File: config.mk
export PLATFORM = sky130hd
export DESIGN_NAME = regfile_param
export DESIGN_NICKNAME = d
export VERILOG_FILES = /design/src/rtl/regfile_param.sv
export SDC_FILE = /design/constraint.sdc
export NUM_CORES = 1
export LEC_CHECK = 0
export CORE_AREA = 2 2 172 174
export DETAILED_ROUTE_END_ITERATION = 12
export DIE_AREA = 0 0 174 176
export GPL_TIMING_DRIVEN = 0
export PLACE_DENSITY = 0.77
export SETUP_SLACK_MARGIN = 0.4
export SYNTH_ARGS = -nofsm -noshare
export SYNTH_HDL_FRONTEND = slang
export SYNTH_SLANG_ARGS = --single-unit
File: constraint.sdc
create_clock -name clk -period 7.9 [get_ports clk]
set_clock_uncertainty 0.05 [all_clocks]
set_input_delay 1.185 -clock clk [delete_from_list [all_inputs] [get_ports clk]]
set_output_delay 1.185 -clock clk [all_outputs]
set_load 0.05 [all_outputs]
File: src/rtl/regfile_param.sv
// Parametrised register file: two combinational read ports, one write port, r0 tied to zero,
// plus a multi-cycle sweep clear of r1..NREGS-1. Optional macro REGFILE_BYPASS_EN adds write-to-read forwarding.
//
// state    | meaning
// ---------+-----------------------------------------------------------
// ST_IDLE  | normal operation; writes accepted, clr_req starts a sweep
// ST_SWEEP | clearing rf[idx] each edge; writes and clr_req ignored
module regfile_param #(
   parameter int XLEN = 32,
   parameter int AW   = 3
) (
   input  logic            clk,
   input  logic            rst,
   input  logic            we,
   input  logic [AW-1:0]   wa,
   input  logic [XLEN-1:0] wd,
   input  logic [AW-1:0]   ra1,
   input  logic [AW-1:0]   ra2,
   output logic [XLEN-1:0] rd1,
   output logic [XLEN-1:0] rd2,
   input  logic            clr_req,
   output logic            clr_busy
);

   localparam int NREGS = 2 ** AW;
   localparam logic [AW-1:0] IDX_FIRST = AW'(1);
   localparam logic [AW-1:0] IDX_LAST  = AW'(NREGS - 1);

   typedef enum logic {
      ST_IDLE  = 1'b0,
      ST_SWEEP = 1'b1
   } state_t;

   state_t          state;
   state_t          state_nxt;
   logic [AW-1:0]   idx;
   logic [AW-1:0]   idx_nxt;
   logic            busy_nxt;
   logic            wr_en;
   logic            clr_en;
   logic [XLEN-1:0] rf [NREGS];
   logic [XLEN-1:0] arr1;
   logic [XLEN-1:0] arr2;

   always_ff @(posedge clk or posedge rst) begin
      if (rst) begin
         state    <= ST_IDLE;
         idx      <= IDX_FIRST;
         clr_busy <= 1'b0;
      end else begin
         state    <= state_nxt;
         idx      <= idx_nxt;
         clr_busy <= busy_nxt;
      end
   end

   always_comb begin
      state_nxt = state;
      idx_nxt   = idx;
      busy_nxt  = clr_busy;
      wr_en     = 1'b0;
      clr_en    = 1'b0;
      case (state)
         ST_IDLE: begin
            // a write on the accept edge still lands; the sweep clears it later
            wr_en = we && (wa != '0);
            if (clr_req) begin
               state_nxt = ST_SWEEP;
               idx_nxt   = IDX_FIRST;
               busy_nxt  = 1'b1;
            end
         end
         ST_SWEEP: begin
            clr_en = 1'b1;
            if (idx == IDX_LAST) begin
               state_nxt = ST_IDLE;
               idx_nxt   = IDX_FIRST;
               busy_nxt  = 1'b0;
            end else begin
               idx_nxt = idx + IDX_FIRST;
            end
         end
         default: begin
            state_nxt = ST_IDLE;
            idx_nxt   = IDX_FIRST;
            busy_nxt  = 1'b0;
         end
      endcase
   end

   always_ff @(posedge clk or posedge rst) begin
      if (rst) begin
         for (int i = 0; i < NREGS; i++) begin
            rf[i] <= '0;
         end
      end else begin
         if (wr_en) begin
            rf[wa] <= wd;
         end
         if (clr_en) begin
            rf[idx] <= '0;
         end
      end
   end

   assign arr1 = (ra1 == '0) ? '0 : rf[ra1];
   assign arr2 = (ra2 == '0) ? '0 : rf[ra2];

`ifdef REGFILE_BYPASS_EN
   // wr_en already excludes r0 and the sweep, so forwarding inherits both exclusions
   assign rd1 = (wr_en && (ra1 == wa)) ? wd : arr1;
   assign rd2 = (wr_en && (ra2 == wa)) ? wd : arr2;
`else
   assign rd1 = arr1;
   assign rd2 = arr2;
`endif

endmodule

==> key figures <==
Worst setup path
  – Reg2Reg Setup Slack: 5.60 ns
  – CP Cell Sequence: clkbuf_1 > nor2b_1 > clkbuf_1 > clkbuf_1 > a221oi_1 > clkdlybuf4s50_1
  – Req. time, crit path: 6.66 ns
  – CP Max Fanout: 10
  – Setup crit end kind: output port
  – Worst Setup Path Type: in2out
  – Crit-path max cell delay: 0.78 ns
  – CP dominant cell by count: clkbuf_1
  – CP max-delay cell: clkdlybuf4s50_1
  – Critical Path AT: 3.76 ns
  – Critical path launch point type: input port

Clock tree
  – Root buf cell: clkbuf_16
  – Clock Sinks: 229
  – CTS tree: done
  – Worst-case clock buffer depth: 3
  – H-tree depth: 1
  – Inserted Clock Buffers: 25
  – Hold_buf cts: 0
  – Worst-path clk slew: 0.06 ns
  – Clock latency on the worst-skew pair: 0.53 ns
  – Post-CTS Resized: 0
  – Post-CTS setup buffers: 0

Die
  – Core region area: 28500 um^2
  – Core Rows: 62
  – I/O pin count: 110
  – Initial Util: 0.457
  – Die ar.: 30600 um^2
  – Die Y: 176 um
  – Die width: 174 um

Finish
  – Fillcell total: 2632
  – Fin util: 0.543
  – Fraction of layout cells with a size suffix above 1: 0.106
  – Area growth, synth to finish: 18.7%
  – Nets@finish: 1599
  – # diodes: 0

Global route
  – Grt ovf: 0
  – Initial antenna violation count: 0
  – Pin count of the biggest net entering global routing: 43
  – Total GRT Usage: 0.301
  – Global-route wire length before repair: 72100 um
  – Vias in the first global route: 12530

Logic synthesis
  – Synth cell types: 36
  – Largest cells by area after synthesis: dfrtp_1 44%, mux2i_1 12%, a221oi_1 8.5%
  – Share of flip-flops with an asynchronous set or reset: 1.00
  – Number of synthesized flops with an enable pin: 0
  – Primary FF master, synth: dfrtp_1
  – Seq/Total Area, Yosys: 0.439
  – Post-synth top area share: 0.437
  – Mapped Nets: 1463
  – Synth warn: 0
  – Post-Syn Area per Cell: 9.22 um^2
  – Mapped Cells: 1416
  – Leading area contributor after synthesis: dfrtp_1
  – Register bit total from synthesis: 229
  – Mapped Area: 13100 um^2

STA
  – Worst-Margin Slew: 0.855 ns
  – Setup violations, final: 0
  – Fin crit period: 4.99 ns
  – Slew Viols, Final: 0
  – Fmax: 200 MHz
  – Hold Fails Final Rpt: 0
  – Unrepaired setup endpoints after global routing: false
  – Final worst-path cycle share: 0.632
  – Max_slew headroom: 0.430
  – Setup TNS: 0 ns

Drt
  – Initial DRC Count: 1875
  – ANT nets after route: 0
  – Met2 WL post-DR: 21200 um
  – Metal3 WL: 5500 um
  – M1 WL: 18400 um
  – Drt pass-1 iters: 6
  – Routed WL: 46800 um
  – Vias: 12784
  – Vias per inst: 6.54
  – DR WL/cell: 23.9 um
  – Top layer in use: met4
  – # DRC: 0

Worst hold path
  – Hold Crit Class: reg2reg

Placed design
  – Number of port buffers: 103
  – Final GP Congestion: 0.952
  – Detailed placer's ending HPWL: 31600 um

Run status
  – Outcome: finished clean

Flow run
  – Max_cap viols: 0

Power and ir drop
  – PwrDens: 317 nW/um^2
  – VDD IR max: 0.000204 V
  – P_leak: 6.54 nW
power breakdown:
part / total (mW) / leakage (nW) / internal, mW / switching (mW)
clock: 1.18 / 0.403 / 0.684 / 0.497
sequential: 1.93 / 3.13 / 1.59 / 0.337
combinational: 1.80 / 3.00 / 0.636 / 1.16
registers in the layout, summed over array words and instances, names as in the netlist:
name,count
clr_busy,1
idx,3
rf,224
state,1
cells in the final DEF (no fill, tap or decap), types with 12 or more instances in the layout:
| master | netlist | layout |
|---|---|---|
| mux2_2 | 64 | 64 |
| inv_1 | 34 | 33 |
| a221oi_1 | 126 | 126 |
| clkbuf_16 | 0 | 25 |
| buf_4 | 12 | 12 |
| mux2i_1 | 161 | 161 |
| nand2_1 | 227 | 227 |
| clkbuf_1 | 96 | 101 |
| nand3_1 | 192 | 192 |
| clkdlybuf4s50_1 | 0 | 103 |
| o21ai_0 | 189 | 189 |
| dfrtp_1 | 228 | 228 |
| buf_2 | 35 | 35 |
cells in the mapped netlist (2+ instances only):
cell type  count
a21oi_1        2
a221oi_1     126
and2_1         8
and3b_1        2
buf_1          2
buf_2         35
buf_4         12
buf_6          3
clkbuf_1      96
clkbuf_4       3
dfrtp_1      228
ha_1           2
inv_1         34
mux2_2        64
mux2i_1      161
nand2_1      227
nand3_1      192
nand4b_1       3
nand4bb_1      3
nor2b_1        6
o21ai_0      189
o21ai_1        4
worst paths after layout:
path,from,end,depth (start not counted)
worst max-delay path,ra1[2],rd1[1],6
min in group asynchronous,rst,rf[66]$_DFF_PP0_,2
worst min register to register,clr_busy$_DFFE_PP0P_,clr_busy$_DFFE_PP0P_,1
worst min-delay path,clr_busy$_DFFE_PP0P_,clr_busy$_DFFE_PP0P_,1
max in group asynchronous,rst,rf[119]$_DFF_PP0_,6
worst max register to register,state$_DFF_PP0_,rf[82]$_DFF_PP0_,6
through the flow:
stage                     setup slack (ns)  area (um^2)  hold WS (ns)  instances  power (mW)
after detailed placement              3.05        14700         0.452       1909        3.68
after CTS                             3.05        15500         0.470       1954        4.86
after global routing                  2.89        15500         0.495       1954        5.15
after floorplan                       3.53        13100         0.454       1416        3.06
final                                 2.91        15500         0.467       1954        4.91
after global placement                1.82        14600         0.452       1903        3.59
per-layer routing:
layer  vias up  global-route usage
met2       934               0.473
li1       5422                   -
met4         0               0.118
met1      6257               0.399
met3       171              0.0786
met5         -                   0
cell families after synthesis:
kind of cell / count (synthesis) / synth area share
mux: 225 / 0.179
simple gates: 448 / 0.155
buf+inv: 186 / 0.0630
compound gates: 326 / 0.162
flops: 229 / 0.439
fa+ha+maj: 2 / 0.00192
worst max-delay path: cells and delay by family:
| kind | cells | cell delay (ns) |
|---|---|---|
| AOI/OAI and AO/OA | 1 | 0.27 |
| buffers and inverters | 4 | 2.10 |
| and+or+nand+nor | 1 | 0.19 |
cell type report:
cell class	instances	area, um^2	share of cell area
Sequential cell	229	5730	0.370
Buffer	152	694	0.0448
Clock inverter	11	111	0.00718
Inverter	34	131	0.00848
Tap cell	384	480	0.0310
Timing Repair Buffer	109	1150	0.0743
Clock buffer	34	699	0.0451
Multi-Input combinational cell	1001	6500	0.419
No activity file was read; power rests on OpenSTA's default activity.
